### src/rtl/ps2_ascii_fifo.sv
// ps2_ascii_fifo: turns PS/2 set-2 scan-code bytes into ASCII key presses.
// Tracks the break and extended prefixes and the Shift, Ctrl and Caps Lock state.
// Translated bytes go into a show-ahead FIFO that the CPU pops.
module ps2_ascii_fifo #(
    parameter int AW = 3
) (
    input  logic          clk,
    input  logic          rst_n,
    input  logic [7:0]    code,
    input  logic          code_valid,
    input  logic          rd_en,
    input  logic          clear,
    output logic [7:0]    rd_data,
    output logic          rd_valid,
    output logic [AW:0]   count,
    output logic          overflow,
    output logic          shift_o,
    output logic          ctrl_o,
    output logic          caps_o
);

    localparam int DEPTH = 1 << AW;
    localparam logic [AW:0] FULL_COUNT = (AW + 1)'(DEPTH);

    typedef enum logic [1:0] {IDLE, BRK, EXT, EXT_BRK} state_t;

    state_t        state_q, state_d;
    logic          shiftL_q, shiftL_d, shiftR_q, shiftR_d;
    logic          ctrl_q, ctrl_d, caps_q, caps_d;
    logic          shift, isLetter;
    logic [7:0]    plainChar, shiftChar, keyChar, extChar, pushByte;
    logic [AW:0]   wrPtr_q, wrPtr_d, rdPtr_q, rdPtr_d, used;
    logic          overflow_q, overflow_d;
    logic          full, empty, pushReq, doPush, doPop;
    logic [7:0]    mem_q [DEPTH];

    assign shift = shiftL_q | shiftR_q;

    // Look up a non-extended key and apply the modifiers to get its character.
    always_comb begin
        isLetter  = 1'b0;
        plainChar = 8'h00;
        shiftChar = 8'h00;
        keyChar   = 8'h00;
        case (code)
            8'h1C: begin isLetter = 1'b1; plainChar = 8'h61; end
            8'h32: begin isLetter = 1'b1; plainChar = 8'h62; end
            8'h21: begin isLetter = 1'b1; plainChar = 8'h63; end
            8'h23: begin isLetter = 1'b1; plainChar = 8'h64; end
            8'h24: begin isLetter = 1'b1; plainChar = 8'h65; end
            8'h2B: begin isLetter = 1'b1; plainChar = 8'h66; end
            8'h34: begin isLetter = 1'b1; plainChar = 8'h67; end
            8'h33: begin isLetter = 1'b1; plainChar = 8'h68; end
            8'h43: begin isLetter = 1'b1; plainChar = 8'h69; end
            8'h3B: begin isLetter = 1'b1; plainChar = 8'h6A; end
            8'h42: begin isLetter = 1'b1; plainChar = 8'h6B; end
            8'h4B: begin isLetter = 1'b1; plainChar = 8'h6C; end
            8'h3A: begin isLetter = 1'b1; plainChar = 8'h6D; end
            8'h31: begin isLetter = 1'b1; plainChar = 8'h6E; end
            8'h44: begin isLetter = 1'b1; plainChar = 8'h6F; end
            8'h4D: begin isLetter = 1'b1; plainChar = 8'h70; end
            8'h15: begin isLetter = 1'b1; plainChar = 8'h71; end
            8'h2D: begin isLetter = 1'b1; plainChar = 8'h72; end
            8'h1B: begin isLetter = 1'b1; plainChar = 8'h73; end
            8'h2C: begin isLetter = 1'b1; plainChar = 8'h74; end
            8'h3C: begin isLetter = 1'b1; plainChar = 8'h75; end
            8'h2A: begin isLetter = 1'b1; plainChar = 8'h76; end
            8'h1D: begin isLetter = 1'b1; plainChar = 8'h77; end
            8'h22: begin isLetter = 1'b1; plainChar = 8'h78; end
            8'h35: begin isLetter = 1'b1; plainChar = 8'h79; end
            8'h1A: begin isLetter = 1'b1; plainChar = 8'h7A; end
            8'h45: begin plainChar = 8'h30; shiftChar = 8'h29; end
            8'h16: begin plainChar = 8'h31; shiftChar = 8'h21; end
            8'h1E: begin plainChar = 8'h32; shiftChar = 8'h40; end
            8'h26: begin plainChar = 8'h33; shiftChar = 8'h23; end
            8'h25: begin plainChar = 8'h34; shiftChar = 8'h24; end
            8'h2E: begin plainChar = 8'h35; shiftChar = 8'h25; end
            8'h36: begin plainChar = 8'h36; shiftChar = 8'h5E; end
            8'h3D: begin plainChar = 8'h37; shiftChar = 8'h26; end
            8'h3E: begin plainChar = 8'h38; shiftChar = 8'h2A; end
            8'h46: begin plainChar = 8'h39; shiftChar = 8'h28; end
            8'h4E: begin plainChar = 8'h2D; shiftChar = 8'h5F; end
            8'h55: begin plainChar = 8'h3D; shiftChar = 8'h2B; end
            8'h54: begin plainChar = 8'h5B; shiftChar = 8'h7B; end
            8'h5B: begin plainChar = 8'h5D; shiftChar = 8'h7D; end
            8'h5D: begin plainChar = 8'h5C; shiftChar = 8'h7C; end
            8'h4C: begin plainChar = 8'h3B; shiftChar = 8'h3A; end
            8'h52: begin plainChar = 8'h27; shiftChar = 8'h22; end
            8'h0E: begin plainChar = 8'h60; shiftChar = 8'h7E; end
            8'h41: begin plainChar = 8'h2C; shiftChar = 8'h3C; end
            8'h49: begin plainChar = 8'h2E; shiftChar = 8'h3E; end
            8'h4A: begin plainChar = 8'h2F; shiftChar = 8'h3F; end
            8'h29: begin plainChar = 8'h20; shiftChar = 8'h20; end
            8'h5A: begin plainChar = 8'h0D; shiftChar = 8'h0D; end
            8'h66: begin plainChar = 8'h08; shiftChar = 8'h08; end
            8'h0D: begin plainChar = 8'h09; shiftChar = 8'h09; end
            8'h76: begin plainChar = 8'h1B; shiftChar = 8'h1B; end
            default: begin plainChar = 8'h00; shiftChar = 8'h00; end
        endcase
        if (isLetter) begin
            if (ctrl_q)
                keyChar = plainChar & 8'h1F;
            else if (shift ^ caps_q)
                keyChar = plainChar - 8'h20;
            else
                keyChar = plainChar;
        end else begin
            keyChar = shift ? shiftChar : plainChar;
        end
    end

    // Characters for the keys that follow an E0 prefix (keypad Enter, keypad slash, arrows).
    always_comb begin
        extChar = 8'h00;
        case (code)
            8'h5A:   extChar = 8'h0D;
            8'h4A:   extChar = 8'h2F;
            8'h75:   extChar = 8'h80;
            8'h72:   extChar = 8'h81;
            8'h6B:   extChar = 8'h82;
            8'h74:   extChar = 8'h83;
            default: extChar = 8'h00;
        endcase
    end

    // Prefix FSM: decides modifier changes and which byte (if any) a received code pushes.
    always_comb begin
        state_d  = state_q;
        shiftL_d = shiftL_q;
        shiftR_d = shiftR_q;
        ctrl_d   = ctrl_q;
        caps_d   = caps_q;
        pushByte = 8'h00;
        if (code_valid) begin
            unique case (state_q)
                IDLE: begin
                    case (code)
                        8'hF0:   state_d  = BRK;
                        8'hE0:   state_d  = EXT;
                        8'h12:   shiftL_d = 1'b1;
                        8'h59:   shiftR_d = 1'b1;
                        8'h14:   ctrl_d   = 1'b1;
                        8'h58:   caps_d   = ~caps_q;
                        default: pushByte = keyChar;
                    endcase
                end
                BRK: begin
                    state_d = IDLE;
                    case (code)
                        8'h12:   shiftL_d = 1'b0;
                        8'h59:   shiftR_d = 1'b0;
                        8'h14:   ctrl_d   = 1'b0;
                        default: state_d  = IDLE;
                    endcase
                end
                EXT: begin
                    if (code == 8'hF0) begin
                        state_d = EXT_BRK;
                    end else begin
                        state_d = IDLE;
                        if (code == 8'h14)
                            ctrl_d = 1'b1;
                        pushByte = extChar;
                    end
                end
                EXT_BRK: begin
                    state_d = IDLE;
                    if (code == 8'h14)
                        ctrl_d = 1'b0;
                end
                default: state_d = IDLE;
            endcase
        end
    end

    // FIFO control: clear wins, a full FIFO only accepts a push when a pop frees a slot.
    always_comb begin
        used       = wrPtr_q - rdPtr_q;
        full       = (used == FULL_COUNT);
        empty      = (used == '0);
        pushReq    = code_valid && (pushByte != 8'h00);
        wrPtr_d    = wrPtr_q;
        rdPtr_d    = rdPtr_q;
        overflow_d = overflow_q;
        doPush     = 1'b0;
        doPop      = 1'b0;
        if (clear) begin
            wrPtr_d    = '0;
            rdPtr_d    = '0;
            overflow_d = 1'b0;
        end else begin
            doPop  = rd_en && !empty;
            doPush = pushReq && (!full || rd_en);
            if (pushReq && full && !rd_en)
                overflow_d = 1'b1;
            if (doPop)
                rdPtr_d = rdPtr_q + 1'b1;
            if (doPush)
                wrPtr_d = wrPtr_q + 1'b1;
        end
    end

    // State, modifier, pointer and overflow registers.
    always_ff @(posedge clk or negedge rst_n) begin
        if (!rst_n) begin
            state_q    <= IDLE;
            shiftL_q   <= 1'b0;
            shiftR_q   <= 1'b0;
            ctrl_q     <= 1'b0;
            caps_q     <= 1'b0;
            wrPtr_q    <= '0;
            rdPtr_q    <= '0;
            overflow_q <= 1'b0;
        end else begin
            state_q    <= state_d;
            shiftL_q   <= shiftL_d;
            shiftR_q   <= shiftR_d;
            ctrl_q     <= ctrl_d;
            caps_q     <= caps_d;
            wrPtr_q    <= wrPtr_d;
            rdPtr_q    <= rdPtr_d;
            overflow_q <= overflow_d;
        end
    end

    // FIFO storage; entries need no reset because reads are gated by empty.
    always_ff @(posedge clk) begin
        if (doPush)
            mem_q[wrPtr_q[AW-1:0]] <= pushByte;
    end

    assign rd_valid = !empty;
    assign rd_data  = empty ? 8'h00 : mem_q[rdPtr_q[AW-1:0]];
    assign count    = used;
    assign overflow = overflow_q;
    assign shift_o  = shift;
    assign ctrl_o   = ctrl_q;
    assign caps_o   = caps_q;

endmodule

### config.mk
export PLATFORM = sky130hd
export DESIGN_NAME = ps2_ascii_fifo
export DESIGN_NICKNAME = d
export VERILOG_FILES = /design/src/rtl/ps2_ascii_fifo.sv
export SDC_FILE = /design/constraint.sdc
export NUM_CORES = 1
export LEC_CHECK = 0
export CAP_MARGIN = 20
export CORE_AREA = 4 4 130 132
export CTS_CLUSTER_SIZE = 25
export DETAILED_ROUTE_END_ITERATION = 8
export DIE_AREA = 0 0 134 136
export SYNTH_ARGS = -nofsm -noshare
export SYNTH_HDL_FRONTEND = slang
export SYNTH_SLANG_ARGS = --single-unit
### constraint.sdc
create_clock -name clk -period 4.55 [get_ports clk]
set_input_delay 0.91 -clock clk [delete_from_list [all_inputs] [get_ports clk]]
set_output_delay 0.91 -clock clk [all_outputs]
set_load 0.005 [all_outputs]
==> impl_metrics.py <==
metrics = {
    "status": {
        "run_status": "complete, no violations",
    },
    "clocking": {
        "clock_latency_ns": 0.33,
        "tritoncts": "built",
        "cts-buffers-inserted": 9,
        "worst_case_clock_buffer_depth": 2,
        "clock_tree.root_cell": "clkbuf_16",
        "h-tree-depth": 3,
        "cts.reportedPaths.clkPinSlew_ns": 0.06,
        "cts-hold-fix-buffers": 0,
        "cts.sinks": 79,
    },
    "cells_and_area": {
        "number_of_inserted_filler_cells_in_the_final_layout": 1489,
        "design.final.nets": 654,
        "fin_area_mm2": 0.007176,
        "finish.utilization_pct": 45.67,
        "number_of_inserted_diodes": 0,
        "flow.area_growth_from_synthesis_pct": 33.19,
        "drive_above_1_share_pct": 32.24,
        "layout.cells.non_filler": 855,
    },
    "pwr": {
        "finalPower_mw": 2.558,
        "leakagePower_nw": 2.686,
        "irDropWorstVdd_uv": 253.5,
        "power_density_mw_per_mm2": 356.5,
    },
    "sta": {
        "period_share_pct": 96.81,
        "hold_violations": 0,
        "drv_slew": 0,
        "worst_slack_ns": 0.1452,
        "timing.setup.tns_ns": 0,
        "hold_slack_ns": 0.4923,
        "slew_headroom_pct": 40.85,
        "setup_viols_final": 0,
        "worst-slew-pin-transition_ns": 0.8872,
        "min_period_ns": 4.405,
        "finClkSkew_ns": 0.006423,
        "max_freq_mhz": 227.0,
    },
    "worst_setup_path": {
        "critical-path-top-delay-family": "simple AND/OR/NAND/NOR gates",
        "critical_path.n_buffers_inverters": 3,
        "r2r_cells": 12,
        "timing.critical_path.cells": "clkdlybuf4s50_1 -> buf_4 -> or3b_2 -> a21oi_1 -> o21ai_2 -> and4b_4 -> and3_1 -> ha_1 -> a21oi_2 -> a21oi_1 -> nor3_2 -> nor4_4 -> a21boi_4 -> nor4b_4 -> buf_6",
        "worstSetupPathDepth": 15,
        "worst_setup_path_startpoint": "code[5]",
        "crit_path_class": "input pin to register",
        "endpoint": "mem_q[2][1]",
        "critPathCaptureType": "register",
        "worst_path_max_delay_cell": "clkdlybuf4s50_1",
        "critPathLaunchType": "input pin",
        "critPathMaxStageDelay_ns": 0.51,
        "crit_path_max_fanout": 12,
        "critPathArrivalTime_ns": 4.44,
        "critical_path.reg2reg.endpoint": "mem_q[0][5]",
        "worst_flop_to_flop_path_startpoint": "state_q[0]",
        "timing.critical_path.required_ns": 4.58,
        "crit_path_frequent_cell": "a21oi_1",
        "setup.reg_to_reg.worst_slack_ns": 1.42,
    },
    "logic_synthesis": {
        "post_synth_instance_area_mm2": 0.005388,
        "synth-warning-count": 0,
        "synthDominantAreaCellType": "edfxtp_1",
        "synth_sequential_area_ratio_pct": 42.64,
        "synthTopCellsByCount": "edfxtp_1, nor2_1, nand2_1",
        "synth_edf_count": 64,
        "synth_most_common_cell": "edfxtp_1",
        "ys_seq_elements": 79,
        "synth_largest_type_area_fraction_pct": 35.67,
        "netlist-cell-type-count": 84,
        "synthesis.nets": 524,
        "avgSynthCellArea_um2": 10.69,
        "ys_top_cells_by_area": "edfxtp_1, dfrtp_1, mux4_2",
        "synth_ff_type": "edfxtp_1",
        "syn_inst": 504,
        "async_flop_share_pct": 18.99,
    },
    "drt": {
        "vias": 4872,
        "routedWlPerCell_um": 20.59,
        "postRouteAntennaNets": 0,
        "drtIter0Drc": 503,
        "drt-total-wl_mm": 17.60,
        "drt-vias-per-instance": 5.698,
        "drc": 0,
        "drt_pass1_iterations": 5,
    },
    "global_route": {
        "grt_pass1_vias": 4899,
        "wire_length_of_the_first_global_routing_pass_mm": 27.17,
        "grt_remaining_overflow": 0,
        "antenna_found_initial": 0,
        "grt_max_degree": 21,
        "grt.total_usage_pct": 19.22,
    },
    "floorplan": {
        "io_pins": 30,
        "starting_density_pct": 34.29,
        "die-area_mm2": 0.01822,
        "die_h_um": 136,
        "design.core.area_mm2": 0.01571,
        "num_rows": 46,
        "floorplan.die.width_um": 134,
    },
    "run": {
        "maxCapViolCount": 0,
    },
    "placed_design": {
        "routabilityCongestion": 0.9984,
        "post-place-cells": 837,
        "detailedPlace.worstSlack_ns": -0.3986,
        "place_hpwl_mm": 13.61,
        "dpl_cell_area_mm2": 0.006780,
        "port-buffer-count": 29,
    },
    "hold_path": {
        "min_path_type": "register to register",
    },
}
==> report_power, final <==
part / switching [mW] / leakage [nW] / internal [mW]
logic: 0.429 / 1.72 / 0.520
registers: 0.0479 / 0.808 / 0.819
clock network: 0.271 / 0.157 / 0.471
total: 0.748 / 2.69 / 1.81
==> cell type report <==
type | count | area (um2) | area share [%]
clock buffer | 12 | 266.5 | 3.714
tap | 216 | 270.3 | 3.766
timing repair buffer | 160 | 1334 | 18.59
inverter | 17 | 63.81 | 0.8893
sequential | 79 | 2297 | 32.01
multi-input combinational | 367 | 2893 | 40.31
clock inverter | 4 | 51.30 | 0.7149
==> worst min-delay path, cell delays in order (launching register included) <==
cell	delay (ns)
dfrtp_1	0.34
nand2_1	0.05
o21ai_0	0.06
==> worst min-delay path by stage <==
stage	start	endpoint	slack, ns	cells after the start
after floorplan	shiftL_q	shiftL_q	0.45	2
after global placement	shiftL_q	shiftL_q	0.47	2
after detailed placement	shiftL_q	shiftL_q	0.49	2
after CTS	shiftL_q	shiftL_q	0.50	2
after global routing	shiftL_q	shiftL_q	0.51	2
final	shiftL_q	shiftL_q	0.49	2
==> placed cells by master, fill, tap and decap left out, drive strengths merged, types with 9 or more instances in the layout <==
cell type	netlist	final
nor3	13	13
nor4	10	10
nor2b	10	10
edfxtp	64	64
xnor2	9	9
mux4	16	16
inv	16	17
nand2	37	37
nand2b	20	20
a21oi	30	30
dfrtp	15	15
nor2	41	41
o21ai	18	18
clkdlybuf4s50	0	28
buf	29	131
clkbuf	13	12
==> timing repair <==
action,CTS,global route
resized for setup,1,13
cloned,0,1
setup buffers,0,1
endpoints found under the setup margin,34,64
pin swaps,0,2
==> per-layer routing <==
metal / up-vias / GRT usage, % / part of all wire [%]
li1: 2215 / - / -
met2: 210 / 32.79 / 49
met5: - / 0 / 0
met1: 2388 / 23.54 / 41
met4: 0 / 10.06 / 4.9
met3: 59 / 2.998 / 5.2
==> sequential cells by signal, summed over array words and instances, names as in the netlist <==
register  cells
wrPtr_q       4
caps_o        1
overflow      1
ctrl_o        1
shiftR_q      1
mem_q        64
shiftL_q      1
state_q       2
rdPtr_q       4
==> cell families after synthesis <==
logic type               share of synthesized area [%]
AO/OA/AOI/OAI                                    16.40
XOR/XNOR                                         1.951
adder cells (fa/ha/maj)                          1.765
buffers and inverters                            5.202
flip-flops                                       42.64
multiplexers                                     8.337
AND/OR/NAND/NOR                                  23.71
No activity file was read; power rests on OpenSTA's default activity.
